`src/rtl/window_gen_3x3.sv`:
```
// 3x3 sliding-window generator for raster pixel streams: two line buffers feed
// a 3x3 window register; windows are emitted only for valid (unpadded) positions.
module window_gen_3x3 #(
    parameter int IMG_W = 28,
    parameter int IMG_H = 28
) (
    input  logic              clk,
    input  logic              rst,
    input  logic              clear,
    input  logic              pix_valid,
    input  logic signed [7:0] pix_in,
    output logic              pix_ready,
    output logic signed [7:0] win_0,
    output logic signed [7:0] win_1,
    output logic signed [7:0] win_2,
    output logic signed [7:0] win_3,
    output logic signed [7:0] win_4,
    output logic signed [7:0] win_5,
    output logic signed [7:0] win_6,
    output logic signed [7:0] win_7,
    output logic signed [7:0] win_8,
    output logic              win_valid,
    input  logic              win_ready,
    output logic              frame_done
);

    localparam int CW = $clog2(IMG_W);
    localparam int RW = $clog2(IMG_H);

    typedef enum logic [1:0] {IDLE, FILL, STREAM} state_t;

    state_t            state, state_nx;
    logic [CW-1:0]     col;
    logic [RW-1:0]     row;
    logic signed [7:0] lb0 [IMG_W];
    logic signed [7:0] lb1 [IMG_W];
    logic signed [7:0] win [9];
    logic              accept, col_last, row_last, produce;

    assign pix_ready = !win_valid || win_ready;
    // clear takes priority over a simultaneous handshake: the pixel is discarded
    assign accept    = pix_valid && pix_ready && !clear;
    assign col_last  = (col == CW'(IMG_W - 1));
    assign row_last  = (row == RW'(IMG_H - 1));
    assign produce   = accept && (state == STREAM) && (col >= CW'(2));

    always_comb begin
        state_nx = state;
        if (clear) begin
            state_nx = IDLE;
        end else if (accept) begin
            case (state)
                IDLE:    state_nx = FILL;
                FILL:    if (row == RW'(1) && col_last) state_nx = STREAM;
                STREAM:  if (row_last && col_last) state_nx = IDLE;
                default: state_nx = IDLE;
            endcase
        end
    end

    always_ff @(posedge clk or posedge rst) begin
        if (rst) begin
            state      <= IDLE;
            row        <= '0;
            col        <= '0;
            win_valid  <= 1'b0;
            frame_done <= 1'b0;
            win        <= '{default: '0};
        end else begin
            state      <= state_nx;
            frame_done <= accept && row_last && col_last;
            if (clear) begin
                row       <= '0;
                col       <= '0;
                win_valid <= 1'b0;
            end else begin
                if (produce)
                    win_valid <= 1'b1;
                else if (win_ready)
                    win_valid <= 1'b0;
                if (accept) begin
                    if (col_last) begin
                        col <= '0;
                        row <= row_last ? '0 : row + RW'(1);
                    end else begin
                        col <= col + CW'(1);
                    end
                    win[0] <= win[1];
                    win[1] <= win[2];
                    win[2] <= lb1[col];
                    win[3] <= win[4];
                    win[4] <= win[5];
                    win[5] <= lb0[col];
                    win[6] <= win[7];
                    win[7] <= win[8];
                    win[8] <= pix_in;
                end
            end
        end
    end

    always_ff @(posedge clk) begin
        if (accept) begin
            lb1[col] <= lb0[col];
            lb0[col] <= pix_in;
        end
    end

    assign win_0 = win[0];
    assign win_1 = win[1];
    assign win_2 = win[2];
    assign win_3 = win[3];
    assign win_4 = win[4];
    assign win_5 = win[5];
    assign win_6 = win[6];
    assign win_7 = win[7];
    assign win_8 = win[8];

endmodule

```
`config.mk`:
```
export PLATFORM = sky130hd
export DESIGN_NAME = window_gen_3x3
export DESIGN_NICKNAME = d
export VERILOG_FILES = /design/src/rtl/window_gen_3x3.sv
export SDC_FILE = /design/constraint.sdc
export NUM_CORES = 1
export LEC_CHECK = 0
export CAP_MARGIN = 20
export CORE_MARGIN = 1.5
export CORE_UTILIZATION = 30
export DETAILED_ROUTE_END_ITERATION = 10
export GPL_ROUTABILITY_DRIVEN = 0
export SYNTH_ARGS = -nofsm -noshare
export SYNTH_HDL_FRONTEND = slang
export SYNTH_SLANG_ARGS = --single-unit
```
`constraint.sdc`:
```
create_clock -name clk -period 4.55 [get_ports clk]
set_clock_uncertainty 0.15 [all_clocks]
set_input_delay 0.91 -clock clk [delete_from_list [all_inputs] [get_ports clk]]
set_output_delay 0.91 -clock clk [all_outputs]
set_load 0.02 [all_outputs]
```
# ---- Word-level counts from Yosys, hierarchy flattened
# Memories as Yosys holds them, arrays and structs flattened. A register that Yosys moved wholly into a read port is not among the register bits.
# Index checks and enable logic that the tools add are counted.
dict set report op_classes {
  n_addsub 2
  n_lt_le_gt_ge 1
  eq_ne 7
  muxes 17
  n_bitwise 1
  reduce_logical 18
}
# operator n
set op_table {}
lappend op_table {{5-bit two-way mux} 7}
lappend op_table {{5-bit by 1-bit adder with 5-bit output, second input constant} 2}
lappend op_table {{5-bit equality test, second input constant} 2}
lappend op_table {{1-bit logical AND} 8}
lappend op_table {{2-bit two-way mux} 4}
lappend op_table {{2-bit case mux with 3 select lines} 1}
lappend op_table {{5-bit by 1-bit equality test with 1-bit output, second input constant} 1}
lappend op_table {{5-bit by 2-bit >= comparator with 1-bit output, second input constant} 1}
lappend op_table {{1-bit two-way mux} 5}
lappend op_table {{2-bit AND reduction} 2}
lappend op_table {{2-bit nonzero test} 2}
lappend op_table {{3-bit by 2-bit != test with 1-bit output, second input constant} 1}
lappend op_table {{3-bit != test, second input constant} 1}
lappend op_table {{3-bit AND reduction} 1}
lappend op_table {{3-bit nonzero test} 1}
lappend op_table {{2-bit by 1-bit equality test with 1-bit output, second input constant} 1}
lappend op_table {{2-bit equality test, second input constant} 1}
lappend op_table {{1-bit logical NOT} 2}
lappend op_table {{2-bit logical NOT} 1}
lappend op_table {{1-bit logical OR} 1}
lappend op_table {{1-bit NOT} 1}
dict set report totals {
  register_bits 78
  ramBits 448
  in_bits 13
  out_inout_bits 75
  elab_cells 61
  n_memories 2
}
# name depth width rd rd_clocked_by_memory_dff write_ports line
set memory_table {}
lappend memory_table {lb0 28 8 1 0 1 35} ;# logic signed [7:0] lb0 [IMG_W];
lappend memory_table {lb1 28 8 1 1 1 36} ;# logic signed [7:0] lb1 [IMG_W];

# ---- Logic depth before layout (Yosys ltp)
# Gate-level depths: netlist of the first run.
dict set report depth {
  depth_word 8
  ltp_mapped 9
}

# ---- Least setup slack after synthesis of the first run
# Ideal clock, no wire load.
dict set report synth_timing {
  path_type {input-to-reg}
  startpoint {in win_ready}
  endpoint {mem lb0[11][0] (enable)}
  setup_time_ns 0.430
  arrival_ns 3.196
  slack_ns 0.774
  stages 5
  path_cell_list {nand2b_1 > buf_4 > nand3b_1 > clkbuf_1 > nor4_1}
}
dict set report synth_between {
  elab_chain_cells 5
}
# item line
set synth_lines {}
lappend synth_lines {{start, declared} 23} ;# input logic win_ready,
lappend synth_lines {{1-bit logical OR} 40} ;# assign pix_ready = !win_valid || win_ready;
lappend synth_lines {{via pix_ready} 12} ;# output logic pix_ready,
lappend synth_lines {{1-bit logical AND (2 in series)} 42} ;# assign accept = pix_valid && pix_ready && !clear;
lappend synth_lines {{1-bit two-way mux} 103} ;# if (accept) begin
lappend synth_lines {{1-bit two-way mux (not written as such)} 105} ;# lb0[col] <= pix_in;
lappend synth_lines {{end, declared} 35}
# The timed path passes the listed nets, and every way through them passes these cells.

# ---- Worst setup path in the final report of the first run
dict set report layout_timing {
  startpoint {reg col[0]}
  endpoint {mem lb1[24][1] (data pin)}
}
dict set report layout_between {
  elab_chain_cells 1
}
# item line
set layout_lines {}
lappend layout_lines {{start, declared} 33} ;# logic [CW-1:0] col;
lappend layout_lines {{start signal, assigned} 86} ;# col <= col + CW'(1);
lappend layout_lines {{memory 28 x 8 bit} -}
lappend layout_lines {{end, declared} 36}
# No other way between the ends.

==> flow_summary.toml, run 1 <==
[outcome]
status = "completed"

[timing]
worst_slack_ps = 1090
maxSlewViolCount = 0
setup_viol = 0
fmax_ghz = 0.289
finalCritPeriodShare_pct = 76.1
tns_ps = 0
slew_headroom_pct = 34.3
worst_pin_slew_ps = 983
grt_setup_unrepaired = "no"
min_period_ps = 3460
hold_viol = 0

[grt]
grt_pass1_wl_microns = 76800
overflow = 0
grt_busiest_layer = "met2"
use_met1_pct = 21.4
grt_usage_pct = 14.7
use_met3_pct = 2.87
grt_max_degree = 66
antenna_found_initial = 3
grt_pass1_vias = 11547
globalRouteMet2Util_pct = 21.6

[min_path]
min_to = "win_6[2]"
hp-class = "reg2reg"
holdCritStartpoint = "win_6[2]"
hold_depth = 2

[routing]
route.detailed.drc = 0
drt_first_pass_iters = 5
via_count = 11717
wl_microns = 52100
drt-vias-per-instance = 4.96
first_iter_violations = 1506
ant_nets = 0
routedWlPerCell_microns = 22.0

[setup_path]
reg2reg_slack_ps = 1090
critical-path-slowest-cell = "or4_1"
crit_required_ps = 4650
cp_max_fo = 29
cp_cell_sequence = "or4_1, o22ai_1, nor2_1, and3_1, nand2_1"
start_kind = "register"
rr_worst_depth = 5
critical_path_cell_count = 5
cp_data_arrival_time_ps = 3560
slowest_delay_ps = 950
crit_type = "reg2reg"
reg2reg_to = "lb1[24][1]"
critPathTopFamily = "simple AND/OR/NAND/NOR gates"
cp-end-kind = "register"
critPathBufInv = 0
r2r_start = "col[0]"

[logic_synthesis]
synth-seq-cells = 534
async_flop_share_pct = 16.1
synth_edf_count = 448
avgSynthCellArea_sq_um = 16.7
netlist-cell-type-count = 52
yosysWarnings = 0
synthFlopType = "edfxtp_1"
netlist_area_sq_um = 20800
syn_inst = 1250
synth_seq_area_share_pct = 74.9
syn-num-nets = 1269

[finish]
nNetsFinal = 1407
syn_to_final_growth_pct = 18.7
fillers = 6527
drive_above_1_share_pct = 15.0
finish.utilization_pct = 36.0
fin_cells = 2363

[die]
initial_utilization_pct = 30.3
die_x_microns = 267
ios = 88
core_sq_um = 68700
rows = 96
die-area_sq_um = 71100
fp.dieH_microns = 267

[placed_design]
portBuffers = 87
dp_hpwl_microns = 33300
place_inst = 2264
place_ws_ps = 968

[power]
pwr_density_cell_nw_per_um2 = 438
irDropWorstVdd_mv = 0.204
p_leak_nw = 8.24

[job]
drv_cap = 0

[clock_tree]
clock_latency_ps = 600
path_clk_slew_ps = 60
root_buffer = "clkbuf_16"
cts_buffers = 53
postCtsSetupBuffers = 0
cts.sinks = 534
cts_resized = 0
cts_hold_buf = 0
htree_levels = 2
cts_tree = "built"
clock_path_buffers = 3
## per-stage QoR
stage / hold slack (ps) / area [sq um] / power (mW)
after floorplan: 340 / 20800 / 6.19
final: 323 / 24700 / 10.8
after global routing: 347 / 24700 / 11.2
after CTS: 328 / 24700 / 10.9
after detailed placement: 313 / 23100 / 6.70
after global placement: 309 / 23100 / 6.67
## how the worst max path moves through the flow
stage	to	start	slack, ps
floorplan	lb0[11][0]	win_ready	770
global placement	lb0[24][3]	win_ready	990
detailed placement	lb0[24][3]	win_ready	970
CTS	lb1[26][1]	col[0]	1110
global route	row[0]	col[0]	890
finish	lb1[24][1]	col[0]	1090
## flip-flops by register name, indices dropped and copies added, names as in the netlist, 2 cells and up
register	count
win_3	8
win_1	8
win_6	8
win_2	8
win_4	8
row	5
lb1	224
col	5
win_8	8
win_0	8
win_5	8
win_7	8
state	2
lb0	224
## layout make-up
class,count,area [sq um],share of cell area [%]
sequential,534,15600,63.1
multi-input combinational,638,4850,19.6
clock buffer,76,1470,5.92
timing repair buffer,154,1400,5.67
tap,931,1160,4.71
clock inverter,22,209,0.845
inverter,7,28.8,0.116
antenna,1,2.50,0.0101
## synthesized netlist by cell type (all sizes together), types with 7 or more instances
cell,instances,area (sq um)
a22oi,27,203
mux2i,114,1140
a31oi,10,62.6
a21oi,9,45.0
edfxtp,448,13500
o22ai,30,188
mux4,57,1280
nand2,214,803
nand3,12,60.1
clkbuf,26,98.8
nor2,56,210
and3,11,68.8
o21ai,18,90.1
or4,7,52.6
dfrtp,86,2150
nor3,7,35.0
inv,7,26.3
buf,45,289
## worst min-delay path, delay by kind of cell, from the launching register on
family | cells | cell delay (ps)
DFF | 1 | 340
and+or+nand+nor | 2 | 100
## metal layers
metal  up-vias  part of all wire, %  wire, microns
li1       5063                    -              -
met1      6052                   45          23400
met2       516                   43          22500
met3        84                  8.6           4470
met4         2                  3.2           1640
met5         -                0.021             11
## cells by family (layout without fill, tap and decap cells)
logic type	count (synthesis)	count (layout)	synth area share, %
multiplexers	177	177	12.0
buffers and inverters	78	259	1.99
adder cells (fa/ha/maj)	6	6	0.360
XOR/XNOR	1	1	0.0420
other	0	1	0
AND/OR/NAND/NOR	346	346	7.32
AO/OA/AOI/OAI	108	108	3.46
flip-flops	534	534	74.9
## where the power goes
| part | switching [mW] | internal (mW) | leakage, nW | total, mW |
|---|---|---|---|---|
| clock network | 1.79 | 2.46 | 0.811 | 4.25 |
| logic | 0.575 | 0.399 | 2.32 | 0.974 |
| registers | 0.138 | 5.48 | 5.11 | 5.62 |
## placed cells by master (no fill, tap or decap), types with 5 or more instances in the layout
| cell type | instances |
|---|---|
| a21oi_1 | 9 |
| nand3_1 | 12 |
| o32a_1 | 5 |
| edfxtp_1 | 448 |
| nor2_1 | 56 |
| and2_1 | 5 |
| clkbuf_16 | 55 |
| a22oi_1 | 27 |
| buf_4 | 64 |
| a31oi_1 | 10 |
| nand2_1 | 214 |
| clkdlybuf4s50_1 | 85 |
| and3_1 | 11 |
| o21ai_0 | 17 |
| clkinv_2 | 6 |
| inv_1 | 6 |
| ha_1 | 6 |
| dfrtp_1 | 84 |
| mux2i_1 | 114 |
| nor2b_1 | 6 |
| clkbuf_1 | 20 |
| clkinv_1 | 9 |
| mux4_2 | 57 |
| o22ai_1 | 30 |
| or4_1 | 7 |
| mux2_2 | 6 |
No activity file was read; power rests on OpenSTA's default activity.
==> run 2, diff against run 1 <==
- clock period: 4.55 -> 3.6 ns (I/O delays scaled with it)
==> flow_summary.toml, run 2 (synthesized netlist as in run 1, its figures left out) <==
[clock_tree]
cts_hold_buf = 0
cts.sinks = 534
cts_buffers = 52
postCtsSetupBuffers = 0
htree_levels = 2
cts_tree = "built"
clock_path_buffers = 3
cts_resized = 0
root_buffer = "clkbuf_16"
clock_latency_ps = 600
path_clk_slew_ps = 60

[timing]
finalCritPeriodShare_pct = 85.0
worst_slack_ps = 540
grt_setup_unrepaired = "no"
slew_headroom_pct = 50.3
worst_pin_slew_ps = 744
hold_ws_ps = 323
hold_viol = 0
min_period_ps = 3060
tns_ps = 0
fmax_ghz = 0.327
maxSlewViolCount = 0
setup_viol = 0

[setup_path]
crit_required_ps = 3920
cp_data_arrival_time_ps = 3380
cp_max_fo = 39
start_kind = "register"
reg2reg_slack_ps = 540
cp-end-kind = "register"
crit_type = "reg2reg"

[routing]
ant_nets = 0
wl_microns = 50900
drt-met1-wl_microns = 23400
routedWlPerCell_microns = 21.4
drt_first_pass_iters = 5
drt-vias-per-instance = 4.85
route.detailed.drc = 0
first_iter_violations = 1189
wl_met3_microns = 3640
via_count = 11547
top_layer_used = "met5"
route.met2.wl_microns = 22800

[die]
initial_utilization_pct = 30.3
die_x_microns = 267
ios = 88
core_sq_um = 68700
rows = 96
fp.dieH_microns = 267
die-area_sq_um = 71100

[finish]
syn_to_final_growth_pct = 19.7
finalInstanceArea_sq_um = 25000
layout_common_cells = "edfxtp_1 (448), nand2_1 (214), mux2i_1 (114), clkdlybuf4s50_1 (87), dfrtp_1 (84)"
nNetsFinal = 1427
diodes = 0
drive_above_1_share_pct = 16.0
largestRegisters = "lb0 x224, lb1 x224"
final_common_cell = "edfxtp_1"

[min_path]
hp-class = "reg2reg"

[grt]
overflow = 0
grt_pass1_wl_microns = 75700
grt_usage_pct = 14.4
grt_max_degree = 57
antenna_found_initial = 1
grt_pass1_vias = 11390

[outcome]
status = "completed"

[placed_design]
dpl_cell_area_sq_um = 23300
portBuffers = 87
dp_hpwl_microns = 33400
place_ws_ps = 561

[power]
pwr_density_cell_nw_per_um2 = 545
p_leak_nw = 8.35
fin_total_pwr_mw = 13.6
irDropWorstVdd_mv = 0.297

[job]
drv_cap = 0
[run 2: final timing paths]
| path | from | cells past startpoint | endpoint |
|---|---|---|---|
| max in group asynchronous | rst | 3 | col[0] |
| hold reg to reg | win_3[5] | 2 | win_3[5] |
| min in group asynchronous | rst | 2 | win_6[6] |
| hold / removal | win_3[5] | 2 | win_3[5] |
| setup / recovery | col[1] | 8 | win_5[7] |
| setup reg to reg | col[1] | 8 | win_5[7] |
[run 2: critical path, stage by stage, from the launching register on]
cell	delay (ps)
dfrtp_4	640
buf_12	250
buf_12	300
mux2i_1	280
nor2_1	130
a311oi_1	360
nand4_1	200
buf_4	270
mux2_2	290
[run 2: area by class of cell]
type | count | area [sq um]
Fill cell | 6512 | 43800
Sequential cell | 534 | 15600
Multi-Input combinational cell | 638 | 4850
Timing Repair Buffer | 175 | 1660
Clock buffer | 81 | 1500
Tap cell | 931 | 1160
Clock inverter | 15 | 140
Inverter | 7 | 28.8
[run 2: routing by layer]
layer	GRT usage, %	vias to the layer above
li1	-	5112
met4	3.65	2
met2	21.8	410
met3	2.87	71
met1	21.2	5952
met5	0	-
[run 2: metrics by stage]
stage	utilization, %	cells
after floorplan	-	1250
after global placement	33.9	2285
after detailed placement	33.9	2285
after CTS	36.3	2381
after global routing	36.3	2381
final	36.3	2381
[run 2: power by group]
| group | switching [mW] | total (mW) | internal, mW |
|---|---|---|---|
| combinational | 0.746 | 1.28 | 0.529 |
| sequential | 0.157 | 7.08 | 6.93 |
| clock | 2.23 | 5.24 | 3.01 |
==> run 3, diff against run 2 <==
- clock period: 3.6 -> 2.6 ns (I/O delays scaled with it)
==> flow_summary.toml, run 3 (synthesized netlist as in run 1, its figures left out) <==
[outcome]
status = "completed"

[die]
fp.dieH_microns = 267
ios = 88
initial_utilization_pct = 30.3
core_sq_um = 68700
die-area_sq_um = 71100
die_x_microns = 267
rows = 96

[grt]
grt_usage_pct = 14.9
antenna_found_initial = 1
overflow = 0
grt_max_degree = 87
grt_pass1_vias = 11922
grt_pass1_wl_microns = 78200

[min_path]
hp-class = "in2async"

[timing]
min_period_ps = 2580
fmax_ghz = 0.388
worst_slack_ps = 24.1
worst_pin_slew_ps = 652
hold_viol = 0
maxSlewViolCount = 0
slew_headroom_pct = 56.5
setup_viol = 0
finalCritPeriodShare_pct = 99.1
grt_setup_unrepaired = "yes"

[power]
irDropWorstVdd_mv = 0.471
p_leak_nw = 8.97
fin_total_pwr_mw = 19.0
pwr_density_cell_nw_per_um2 = 719

[clock_tree]
htree_levels = 2
cts_hold_buf = 0
cts_tree = "built"
cts_buffers = 51
clock_path_buffers = 3
path_clk_slew_ps = 60
root_buffer = "clkbuf_16"
cts.sinks = 534
clock_latency_ps = 590

[finish]
final_common_cell = "edfxtp_1"
drive_above_1_share_pct = 23.9
syn_to_final_growth_pct = 26.4
largestRegisters = "lb0 x224, lb1 x224"
layout_common_cells = "edfxtp_1 (448), nand2_1 (207), buf_4 (115), mux2i_1 (113), clkdlybuf4s50_1 (86)"
fin_cells = 2470
fillers = 6310
nNetsFinal = 1516

[placed_design]
dp_hpwl_microns = 34800
place_inst = 2343
portBuffers = 87
place_ws_ps = -216

[routing]
drt_first_pass_iters = 5
ant_nets = 0
via_count = 11856
routedWlPerCell_microns = 21.9
first_iter_violations = 1114
drt-vias-per-instance = 4.80
wl_microns = 54200
route.detailed.drc = 0

[setup_path]
critPathTopFamily = "simple AND/OR/NAND/NOR gates"
critical-path-slowest-cell = "or4b_4"
cp_data_arrival_time_ps = 2880
cp_cell_sequence = "buf_4, or4b_4, buf_6, o22ai_1, nor2_1, buf_4, and3_4, nand2_4, bufbuf_16"
start_kind = "register"
crit_top_cell = "buf_4"
critical_path_cell_count = 9
crit_required_ps = 2900
critPathBufInv = 4
cp-end-kind = "register"
cp_max_fo = 8
slowest_delay_ps = 530
crit_type = "reg2reg"
rr_worst_depth = 9

[job]
drv_cap = 0
-- run 3: cell count changes in the layout (fill, tap and decap cells not counted), moves of 6 or more --
cell      previous run  this run
o22ai_1             30        23
and3_1              11         4
buf_6                0        13
buf_4               78       115
nand2_1            214       207
o22ai_2              0         7
buf_12              10        39
clkbuf_1            22         9
nand2_4              0         6
-- run 3: per-stage QoR --
| step | setup TNS, ps | util (%) | hold slack (ps) | cell area (sq um) |
|---|---|---|---|---|
| after floorplan | -43540 | - | 340 | 20900 |
| after global placement | -60590 | 35.1 | 309 | 24100 |
| after detailed placement | -69890 | 35.1 | 313 | 24100 |
| after CTS | 0 | 37.6 | 271 | 25900 |
| after global routing | -60.9 | 38.4 | 276 | 26400 |
| final | 0 | 38.4 | 241 | 26400 |
-- run 3: per-layer routing --
layer  wire [microns]  share of wire, %  up-vias  track usage (%)
li1                 -                 -     5283                -
met1            24200                45     6059             20.7
met2            25100                46      439             23.6
met3             3490               6.5       75             2.72
met4             1390               2.6        0             4.76
met5                0                 0        -                0
-- run 3: path summary, 6_finish.rpt --
path	start	endpoint	slack (ps)
worst min register to register	win_0[0]	win_0[0]	330
worst max register to register	col[0]	lb1[23][5]	20
max in group asynchronous	rst	col[0]	1620
worst min-delay path	rst	win_0[5]	240
worst max-delay path	col[0]	lb1[23][5]	20
min in group clk	win_0[0]	win_0[0]	330
-- run 3: where the power goes --
part | switching [mW] | total, mW | internal [mW]
sequential | 0.189 | 9.78 | 9.59
clock | 3.11 | 7.03 | 3.92
combinational | 1.18 | 2.16 | 0.979
-- run 3: repair_timing --
action,4_1_cts,5_1_grt
pin swaps,2,6
setup endpoints to repair,238,199
gates cloned,3,9
buffers inserted,1,19
resized for setup,29,47
-- run 3: worst min-delay path, cell delays in order --
cell and delay (ps):
clkdlybuf4s50_1 450, clkinvlp_4 100, buf_12 340
-- run 3: layout make-up --
type                       instances  area (sq um)  share of cell area (%)
sequential                       534         15600                    59.2
multi-input combinational        638          5050                    19.2
timing repair buffer             265          2920                    11.1
clock buffer                      67          1410                    5.35
tap                              931          1160                    4.42
clock inverter                    27           170                   0.646
inverter                           7          30.0                   0.114
antenna                            1          2.50                 0.00949
